==> src/rtl/uart_autobaud_pkg.sv <==
// Shared autobaud/UART definitions: sync character, divider prescaler and detector state encoding.
package uart_autobaud_pkg;

  localparam int unsigned PRESCALER_COUNT = 8;
  localparam logic [7:0]  SYNC_CHAR       = 8'h55;
  localparam int unsigned SYNC_EDGES      = 5;

  typedef enum logic [2:0] {
    StIdle,
    StWaitIdle,
    StArmed,
    StMeasure,
    StCheckStop,
    StDone,
    StHold,
    StError
  } state_e;

endpackage

==> src/rtl/uart_autobaud_if.sv <==
// Line and clock-divider signals shared between the autobaud detector and the UART.
interface uart_autobaud_if;
  logic        enable;
  logic        rx;
  logic        set_clock_div;
  logic [31:0] user_clock_div;
  logic        busy;
  logic        locked;
  logic        error;

  modport master (
    input  enable, rx,
    output set_clock_div, user_clock_div, busy, locked, error
  );

  modport slave (
    output enable, rx,
    input  set_clock_div, user_clock_div, busy, locked, error
  );
endinterface

==> src/rtl/uart_rx_sync.sv <==
// Two-flop synchronizer for the raw rx line plus a falling-edge detector on the synced value.
module uart_rx_sync (
  input  logic clk,
  input  logic rst,
  input  logic rx,
  output logic rx_s,
  output logic fall
);
  // [0] metastability flop, [1] synced rx, [2] previous synced rx
  logic [2:0] sync_q;

  always_ff @(posedge clk or negedge rst) begin
    if (!rst) begin
      sync_q <= 3'b111;
    end else begin
      sync_q <= {sync_q[1:0], rx};
    end
  end

  assign rx_s = sync_q[1];
  assign fall = sync_q[2] & ~sync_q[1];
endmodule

==> src/rtl/uart_autobaud.sv <==
// Autobaud detector: times the falling edges of a 0x55 sync character and derives the UART divider.
// Define AUTOBAUD_RELOCK_EN to keep detecting after a lock and re-pulse on a changed divider.
module uart_autobaud
  import uart_autobaud_pkg::*;
#(
  parameter int unsigned COUNT_WIDTH     = 24,
  parameter int unsigned IDLE_CYCLES     = 1024,
  parameter int unsigned PRESCALER_COUNT = uart_autobaud_pkg::PRESCALER_COUNT,
  parameter int unsigned TOL_SHIFT       = 2
) (
  input logic             clk,
  input logic             rst,
  uart_autobaud_if.master bus
);
  localparam int unsigned IdleW    = $clog2(IDLE_CYCLES + 1);
  localparam int unsigned DivShift = $clog2(8 * PRESCALER_COUNT);
  localparam logic [31:0] DivRound = 32'd1 << (DivShift - 1);

  typedef logic [COUNT_WIDTH-1:0] cnt_t;
  localparam cnt_t CntMax = '1;

  state_e               state_q, state_d;
  logic [IdleW-1:0]     idle_q, idle_d;
  cnt_t                 int_q, int_d, total_q, total_d, i1_q, i1_d;
  logic [2:0]           edge_q, edge_d;
  logic [31:0]          ucd_q, ucd_d;
  logic                 locked_q, locked_d;
  logic                 rx_s, fall;
  cnt_t                 meas, diff;
  logic                 in_tol;
  logic [COUNT_WIDTH+1:0] stop_wait;
  logic [31:0]          quot, div_val;

  uart_rx_sync u_rx_sync (
    .clk  (clk),
    .rst  (rst),
    .rx   (bus.rx),
    .rx_s (rx_s),
    .fall (fall)
  );

  // Interval including the edge cycle itself, so four intervals sum to exactly 8 bit periods.
  assign meas      = int_q + cnt_t'(1);
  assign diff      = (meas > i1_q) ? meas - i1_q : i1_q - meas;
  assign in_tol    = diff <= (i1_q >> TOL_SHIFT);
  assign stop_wait = ({1'b0, i1_q, 1'b0} + {2'b00, i1_q}) >> 2;
  assign quot      = (32'(total_q) + DivRound) >> DivShift;
  assign div_val   = quot - 32'd1;

  always_comb begin
    state_d  = state_q;
    idle_d   = idle_q;
    int_d    = int_q;
    total_d  = total_q;
    i1_d     = i1_q;
    edge_d   = edge_q;
    ucd_d    = ucd_q;
    locked_d = locked_q;

    case (state_q)
      StIdle: begin
        idle_d  = '0;
        state_d = StWaitIdle;
      end
      StWaitIdle: begin
        if (!rx_s) begin
          idle_d = '0;
        end else if (idle_q == IdleW'(IDLE_CYCLES - 1)) begin
          state_d = StArmed;
        end else begin
          idle_d = idle_q + IdleW'(1);
        end
      end
      StArmed: begin
        if (fall) begin
          total_d = '0;
          int_d   = '0;
          edge_d  = 3'd1;
          state_d = StMeasure;
        end
      end
      StMeasure: begin
        int_d   = meas;
        total_d = total_q + cnt_t'(1);
        if (int_q == CntMax || total_q == CntMax) begin
          state_d = StError;
        end else if (fall) begin
          int_d  = '0;
          edge_d = edge_q + 3'd1;
          if (edge_q == 3'd1) begin
            i1_d = meas;
          end else if (!in_tol) begin
            state_d = StError;
          end else if (edge_q == 3'(SYNC_EDGES - 1)) begin
            state_d = StCheckStop;
          end
        end
      end
      StCheckStop: begin
        int_d = meas;
        if (int_q == CntMax) begin
          state_d = StError;
        end else if ({2'b00, int_q} >= stop_wait) begin
          if (!rx_s || quot <= 32'd1) begin
            state_d = StError;
          end else begin
`ifdef AUTOBAUD_RELOCK_EN
            if (locked_q && ucd_q == div_val) begin
              idle_d  = '0;
              state_d = StWaitIdle;
            end else begin
              ucd_d    = div_val;
              locked_d = 1'b1;
              state_d  = StDone;
            end
`else
            ucd_d    = div_val;
            locked_d = 1'b1;
            state_d  = StDone;
`endif
          end
        end
      end
      StDone: begin
`ifdef AUTOBAUD_RELOCK_EN
        idle_d  = '0;
        state_d = StWaitIdle;
`else
        state_d = StHold;
`endif
      end
      StHold: state_d = StHold;
      StError: begin
        idle_d  = '0;
        state_d = StWaitIdle;
      end
      default: state_d = StIdle;
    endcase

    // Disable overrides everything, including a lock landing in the same cycle.
    if (!bus.enable) begin
      state_d  = StIdle;
      locked_d = 1'b0;
      ucd_d    = ucd_q;
    end
  end

  always_ff @(posedge clk or negedge rst) begin
    if (!rst) begin
      state_q  <= StIdle;
      idle_q   <= '0;
      int_q    <= '0;
      total_q  <= '0;
      i1_q     <= '0;
      edge_q   <= '0;
      ucd_q    <= '0;
      locked_q <= 1'b0;
    end else begin
      state_q  <= state_d;
      idle_q   <= idle_d;
      int_q    <= int_d;
      total_q  <= total_d;
      i1_q     <= i1_d;
      edge_q   <= edge_d;
      ucd_q    <= ucd_d;
      locked_q <= locked_d;
    end
  end

  assign bus.set_clock_div  = (state_q == StDone);
  assign bus.error          = (state_q == StError);
  assign bus.busy           = (state_q != StIdle) && (state_q != StWaitIdle);
  assign bus.locked         = locked_q;
  assign bus.user_clock_div = ucd_q;
endmodule

==> src/flat_wrapper.sv <==
// flat-port wrapper written by rule: the top's interface ports become plain ports
module uart_autobaud_flat import uart_autobaud_pkg::*;
#(
  parameter int unsigned COUNT_WIDTH     = 24,
  parameter int unsigned IDLE_CYCLES     = 1024,
  parameter int unsigned PRESCALER_COUNT = uart_autobaud_pkg::PRESCALER_COUNT,
  parameter int unsigned TOL_SHIFT       = 2
)
  (clk, rst, bus_enable, bus_rx, bus_set_clock_div, bus_user_clock_div, bus_busy, bus_locked, bus_error);
  uart_autobaud_if bus_i ();
  input logic clk;
  input logic rst;
  input wire logic [$bits(bus_i.enable)-1:0] bus_enable;
  input wire logic [$bits(bus_i.rx)-1:0] bus_rx;
  output wire logic [$bits(bus_i.set_clock_div)-1:0] bus_set_clock_div;
  output wire logic [$bits(bus_i.user_clock_div)-1:0] bus_user_clock_div;
  output wire logic [$bits(bus_i.busy)-1:0] bus_busy;
  output wire logic [$bits(bus_i.locked)-1:0] bus_locked;
  output wire logic [$bits(bus_i.error)-1:0] bus_error;
  assign bus_i.enable = bus_enable;
  assign bus_i.rx = bus_rx;
  assign bus_set_clock_div = bus_i.set_clock_div;
  assign bus_user_clock_div = bus_i.user_clock_div;
  assign bus_busy = bus_i.busy;
  assign bus_locked = bus_i.locked;
  assign bus_error = bus_i.error;
  uart_autobaud #(.COUNT_WIDTH(COUNT_WIDTH), .IDLE_CYCLES(IDLE_CYCLES), .PRESCALER_COUNT(PRESCALER_COUNT), .TOL_SHIFT(TOL_SHIFT)) u_core (.clk(clk), .rst(rst), .bus(bus_i));
endmodule
==> config.mk <==
export PLATFORM = sky130hd
export DESIGN_NAME = uart_autobaud_flat
export DESIGN_NICKNAME = d
export VERILOG_FILES = /design/src/rtl/uart_autobaud_pkg.sv /design/src/rtl/uart_autobaud_if.sv /design/src/rtl/uart_rx_sync.sv /design/src/rtl/uart_autobaud.sv /design/src/flat_wrapper.sv
export SDC_FILE = /design/constraint.sdc
export NUM_CORES = 1
export LEC_CHECK = 0
export CAP_MARGIN = 40
export CORE_MARGIN = 10
export CORE_UTILIZATION = 60
export DETAILED_ROUTE_END_ITERATION = 12
export PLACE_DENSITY = 0.78
export SETUP_SLACK_MARGIN = 0.5
export SYNTH_ARGS = -nofsm -noshare
export SYNTH_HDL_FRONTEND = slang
export SYNTH_SLANG_ARGS = --single-unit
==> constraint.sdc <==
create_clock -name clk -period 7.55 [get_ports clk]
set_input_delay 1.51 -clock clk [delete_from_list [all_inputs] [get_ports clk]]
set_output_delay 1.51 -clock clk [all_outputs]
set_load 0.02 [all_outputs]
After elaboration in Yosys (flattened, before gate mapping)
Index checks and enable logic that the tools add are counted.
{"block": "classes", "magnitude_cmp": 4, "n_bitwise": 5, "reduce_logical": 19, "eq_ne": 28, "muxes": 31, "addsub": 9}
{"operator": "24-bit two-way mux", "count": 4}
{"operator": "24-bit one-hot mux with 3 select lines", "count": 1}
{"operator": "24-bit by 1-bit adder with 24-bit output, second input constant", "count": 2}
{"operator": "24-bit == test, second input constant", "count": 2}
{"operator": "24-bit one-hot mux with 2 select lines", "count": 1}
{"operator": "24-bit subtractor", "count": 2}
{"operator": "3-bit two-way mux", "count": 14}
{"operator": "26-bit by 1-bit subtractor with 27-bit output, second input constant", "count": 1}
{"operator": "25-bit by 24-bit adder with 26-bit output", "count": 1}
{"operator": "26-bit by 1-bit less-or-equal comparator with 1-bit output, second input constant", "count": 1}
{"operator": "24-bit by 6-bit adder with 25-bit output, second input constant", "count": 1}
{"operator": "24-bit >= comparator", "count": 1}
{"operator": "24-bit greater-than comparator", "count": 1}
{"operator": "24-bit by 22-bit less-or-equal comparator with 1-bit output", "count": 1}
{"operator": "11-bit two-way mux", "count": 2}
{"operator": "11-bit one-hot mux with 2 select lines", "count": 1}
{"operator": "3-bit one-hot mux with 6 select lines", "count": 1}
{"operator": "3-bit == test, second input constant", "count": 5}
{"operator": "4-bit AND reduction", "count": 3}
{"operator": "11-bit by 1-bit adder with 11-bit output, second input constant", "count": 1}
{"operator": "11-bit by 10-bit == test with 1-bit output, second input constant", "count": 1}
{"operator": "2-bit by 1-bit != test with 1-bit output, second input constant", "count": 4}
{"operator": "4-bit by 2-bit != test with 1-bit output, second input constant", "count": 2}
{"operator": "7-bit AND reduction", "count": 1}
{"operator": "other kinds (23)", "count": 42}
{"block": "word_totals", "out_inout_bits": 36, "inputBits": 4, "ff_bits": 125, "word_cells": 105}

Longest topological paths before layout
{"block": "logic_depth", "word_depth": 10, "mapped_depth": 34, "ltp_nobuf": 31}

Modules after synthesis
Synthesis repeated with hierarchy kept, for this count alone.
{"block": "hier_totals", "cells_unflattened": 1344, "area_unflattened_um2": 10891.7}
{"module": "uart_autobaud", "n_inst": 1, "seq_area_each_um2": 2752.6, "area_each_um2": 10799.1, "cells_per_inst": 1340}
{"module": "uart_rx_sync", "n_inst": 1, "seq_area_each_um2": 78.8, "area_each_um2": 92.6, "cells_per_inst": 4}

Worst setup path after synthesis
OpenSTA, ideal clock, no wires.
{"block": "synth_timing", "path_type": "register to register", "startpoint": "reg u_core.int_q[0]", "endpoint": "reg u_core.state_q[0]", "setup_time_ns": 0.124, "slack_ns": 1.101, "path_buffers": 5, "required_ns": 7.426, "synth_period_minus_slack_ns": 6.449, "stages_incl_launch_ff": 33, "t_arrival_ns": 6.325, "path_cell_list": "dfrtp_1 nand3_1 nor2_1 and3_1 clkbuf_1 nand3_1 nor3_1 nand3_1 xor2_1 inv_1 ha_1 clkbuf_1 nand4_1 nor3_1 nand3_1 a21boi_0 a41o_1 buf_2 buf_2 buf_2 o21ai_0 xnor2_1 ha_1 a21oi_1 o21a_1 o211ai_1 a2111oi_0 o2bb2ai_1 nor4_4 a22oi_2 o31ai_1 a21oi_1 o31a_1"}
{"block": "synth_between", "elab_chain_len": 10, "word_cells_on_any_way": 21, "classes_between": "add/sub (3); order compare (3); eq/ne (5); mux (8); reduce/logical (2)"}
{"element": "start, declared", "line_no": "uart_autobaud.sv:24", "text": "cnt_t int_q, int_d, total_q, total_d, i1_q, i1_d;"}
{"element": "start signal, assigned", "line_no": "uart_autobaud.sv:161", "text": "int_q <= int_d;"}
{"element": "24-bit by 1-bit adder with 24-bit output (*)", "line_no": "uart_autobaud.sv:43", "text": "assign meas = int_q + cnt_t'(1);"}
{"element": "via u_core.meas[17]", "line_no": "uart_autobaud.sv:29", "text": "cnt_t meas, diff;"}
{"element": "24-bit subtractor / 24-bit greater-than comparator (equally long branches)", "line_no": "uart_autobaud.sv:44", "text": "assign diff = (meas > i1_q) ? meas - i1_q : i1_q - meas;"}
{"element": "24-bit two-way mux (*)", "line_no": "uart_autobaud.sv:44"}
{"element": "24-bit by 22-bit less-or-equal comparator with 1-bit output (*)", "line_no": "uart_autobaud.sv:45", "text": "assign in_tol = diff <= (i1_q >> TOL_SHIFT);"}
{"element": "3-bit two-way mux", "line_no": "uart_autobaud.sv:92", "text": "end else if (!in_tol) begin"}
{"element": "3-bit two-way mux", "line_no": "uart_autobaud.sv:90", "text": "if (edge_q == 3'd1) begin"}
{"element": "3-bit two-way mux", "line_no": "uart_autobaud.sv:87", "text": "end else if (fall) begin"}
{"element": "3-bit two-way mux", "line_no": "uart_autobaud.sv:85", "text": "if (int_q == CntMax || total_q == CntMax) begin"}
{"element": "3-bit one-hot mux with 6 select lines", "line_no": "uart_autobaud.sv:60", "text": "case (state_q)"}
{"element": "3-bit two-way mux", "line_no": "uart_autobaud.sv:141", "text": "if (!bus.enable) begin"}
{"element": "end signal, assigned", "line_no": "uart_autobaud.sv:150", "text": "state_q <= StIdle;"}
{"element": "end signal, assigned", "line_no": "uart_autobaud.sv:159", "text": "state_q <= state_d;"}
{"element": "end, declared", "line_no": "uart_autobaud.sv:22", "text": "state_e state_q, state_d;"}
The timed path passes the listed nets; every way through them passes the cells marked *. The select of a mux whose other input is x is not followed.
A chain may end at the register's enable or synchronous reset.

Worst setup path after layout
{"block": "layout_timing", "startpoint": "reg u_core.int_q[1]", "endpoint": "reg u_core.state_q[0]"}
The elaborated chain is that of the path after synthesis.

==> key figures <==
Power
  • VDD IR max: 220.2 uV
  • Power density cells: 368.2 mW/mm2
  • Clk pwr share: 18.4%
  • Leakage: 5.712 nW
  • Logic pwr share: 62.0%
  • Seq pwr share: 19.5%
  • Internal: 2.368 mW
  • Switching Share: 47.45%
  • Net Switching: 2.138 mW

Floorplanning
  • Starting Density: 61.21%
  • CORE AREA: 0.01802 mm2
  • IO Pins: 40
  • Chip height: 155.6 um
  • Die area: 0.02421 mm2
  • # rows: 49
  • Die width: 155.6 um

Critical path
  • CP Buf/Inv Count: 3
  • CP max stage cell: dfrtp_1
  • Reg2reg path depth: 31
  • Crit path to: u_core.state_q[0]
  • Flop2flop setup slack: 850 ps
  • Crit path launch type: register
  • CP peak stage delay: 420 ps
  • RR Endpoint: u_core.state_q[0]
  • Worst-path fanout max: 19
  • Worst r2r src: u_core.int_q[1]
  • Critical path depth in cells: 31
  • Crit. Startpoint: u_core.int_q[1]
  • Crit Path Category: reg2reg
  • Critical Path AT: 7010 ps
  • Critical path required time: 7860 ps
  • Cell family with most CP delay: compound AO/OA/AOI/OAI gates
  • CP endpoint kind: register

Yosys
  • Synthesized cell area: 0.01103 mm2
  • Top FF cell, synth: dfrtp_1
  • Synth async-reset ratio: 100.0%
  • Netlist cell types: 82
  • Syn_nets: 1,507
  • Syn Area/Cell: 8.024 um2
  • Post-synthesis register bit count: 120
  • Ys Warns: 0
  • Leading area contributor after synthesis: dfrtp_1
  • Share of the synthesized area in the top cell type: 26.54%
  • Post-synthesis cell count: 1,375
  • Synth top area cells: dfrtp_1 27%, ha_1 14%, o21ai_0 5.8%
  • Number of synthesized flops with an enable pin: 0
  • Post-synthesis sequential area ratio: 27.25%

STA
  • Slew Viols, Final: 0
  • RSZ-0062 raised after global routing: false
  • Worst slew pin tran: 829.5 ps
  • Setup slack after layout: 848.5 ps
  • Fin crit period: 6701 ps
  • Final setup viols: 0
  • Relative slew slack: 44.45%
  • Final hold violations: 0
  • Clock skew: 10.57 ps
  • Final worst path period share: 88.76%
  • Fin Setup TNS: 0 ps
  • Fmax: 0.1492 GHz

GRT
  • Grt total ovfl: 0
  • Number of global-route vias before repair: 9,397
  • Total track usage: 24.33%
  • First-pass GRT wire length: 48,470 um
  • Largest net degree at the start of global routing: 65
  • Initial antenna violation count: 0

Cells and area
  • Fin nets: 1,511
  • Syn-to-layout area delta: 10.93%
  • Multi-input gate area: 0.007485 mm2
  • Commonest non-fill, non-tap cell in the layout: nand2_1
  • Antenna Cells: 0
  • Sequential Area: 0.003008 mm2
  • Layout cells sized above 1: 7.974%
  • Commonest cells after routing, fill and taps aside: 143 x nand2_1, 128 x o21ai_0, 121 x ha_1, 116 x dfrtp_1, 109 x a21oi_1
  • Filler Cells Inserted: 1,495

Drt
  • Drt drc: 0
  • Vias after detailed routing: 10,321
  • Vias per Instance: 6.367
  • Iter 0 DRT Violations: 1,186
  • Routed WL per cell: 18.46 um
  • DRT antenna net count: 0
  • Drt pass-1 iters: 5
  • Overall routed net length: 29,920 um

Placed design
  • HPWL after detailed placement: 22,600 um
  • I/O Buffers: 39
  • Final Wtd Congestion: 0.9810
  • Pre-CTS WS: 415.3 ps

Clock network
  • CTS Sinks: 120
  • Clk pin slew, worst setup/hold paths: 60 ps
  • Root buffer selected by CTS: clkbuf_16
  • H-tree Lvls: 4
  • TritonCTS buffer count: 17
  • CTS Hold Buffers Added: 0
  • Maximum root-to-sink buffer count: 2
  • Clock latency on the worst-skew pair: 430 ps
  • CTS tree: built

Min path
  • Hold Path Class: reg2reg

Outcome
  • Run status: completed

Flow run
  • Max cap viols: 0
synthesized netlist by cell type, drive strengths merged (4+ instances only):
master and number:
o21ai 138, a22o 4, a2111oi 5, and2 10, ha 125, dfrtp 117
nand2 143, mux2 6, o211ai 9, inv 84, nor4 14, nand4 28
o21a 7, clkbuf 45, a31o 5, nand3 50, xnor2 63, o31ai 15
nand2b 6, nor3 28, nor2b 12, xor2 28, and3 23, o22ai 5
o21bai 13, buf 30, or3 8, a221o 4, nor2 101, mux2i 21
a31oi 15, a21o 43, a211oi 10, a21oi 111
state kept, by name (all words and copies together), names as in the netlist:
name	cells
u_core.idle_q	11
u_core.total_q	24
u_core.i1_q	24
u_core.u_rx_sync.sync_q	3
u_core.int_q	24
u_core.edge_q	3
u_core.state_q	3
u_core.bus.locked	1
u_core.bus.user_clock_div	27
layout make-up:
| type | instances | share of cell area (%) |
|---|---|---|
| multi-input combinational | 1096 | 61.15 |
| sequential | 120 | 24.58 |
| timing repair buffer | 60 | 4.519 |
| clock buffer | 18 | 3.506 |
| inverter | 84 | 2.576 |
| tap | 229 | 2.341 |
| clock inverter | 14 | 1.329 |
logic make-up (layout without fill, tap and decap cells):
kind of cell             Yosys count  count (layout)  share of synthesized area [%]
AND/OR/NAND/NOR                  436             436                          19.15
buffers and inverters            159             176                          5.874
multiplexers                      27              27                          2.518
adder cells (fa/ha/maj)          128             128                          14.72
AO/OA/AOI/OAI                    414             414                          23.26
flip-flops                       120             120                          27.25
XOR/XNOR                          91              91                          7.224
power groups by stage:
stage / Clock (mW) / Sequential (mW) / Combinational [mW]
floorplan: 0 / 0.824 / 2.11
global placement: 0 / 0.876 / 2.55
detailed placement: 0 / 0.883 / 2.60
CTS: 0.838 / 0.873 / 2.66
global route: 0.866 / 0.894 / 3.10
finish: 0.830 / 0.881 / 2.80
metal layers:
metal	wire, um	vias up	global-route usage [%]
met4	409	0	5.303
li1	-	4916	-
met5	0	-	0
met2	12410	455	34.00
met3	2825	31	5.404
met1	14280	4919	37.07
what timing repair did:
action,4_1_cts,5_1_grt
buffers inserted,1,5
resized for setup,7,21
endpoints found under the setup margin,2,3
pin swaps,1,4
worst min path at each step:
stage | startpoint | end | slack [ps] | cells after the start
after global placement | u_core.u_rx_sync.sync_q[0] | u_core.u_rx_sync.sync_q[1] | 350 | 0
after global routing | u_core.u_rx_sync.sync_q[0] | u_core.u_rx_sync.sync_q[1] | 360 | 0
after floorplan | u_core.u_rx_sync.sync_q[0] | u_core.u_rx_sync.sync_q[1] | 350 | 0
after CTS | u_core.u_rx_sync.sync_q[0] | u_core.u_rx_sync.sync_q[1] | 360 | 0
after detailed placement | u_core.u_rx_sync.sync_q[0] | u_core.u_rx_sync.sync_q[1] | 350 | 0
final | u_core.u_rx_sync.sync_q[0] | u_core.u_rx_sync.sync_q[1] | 350 | 0
per-stage QoR:
stage                     power, mW  hold slack [ps]  cells  util, %  instance area (um2)
after global placement        3.426            352.4   1582    63.72                11490
after floorplan               2.931            345.2   1375        -                11030
final                         4.507            354.6   1621    67.90                12240
after detailed placement      3.483            347.2   1583    63.77                11490
after global routing          4.858            357.2   1621    67.90                12240
after CTS                     4.375            355.7   1616    67.24                12120
No activity file was read; power rests on OpenSTA's default activity.
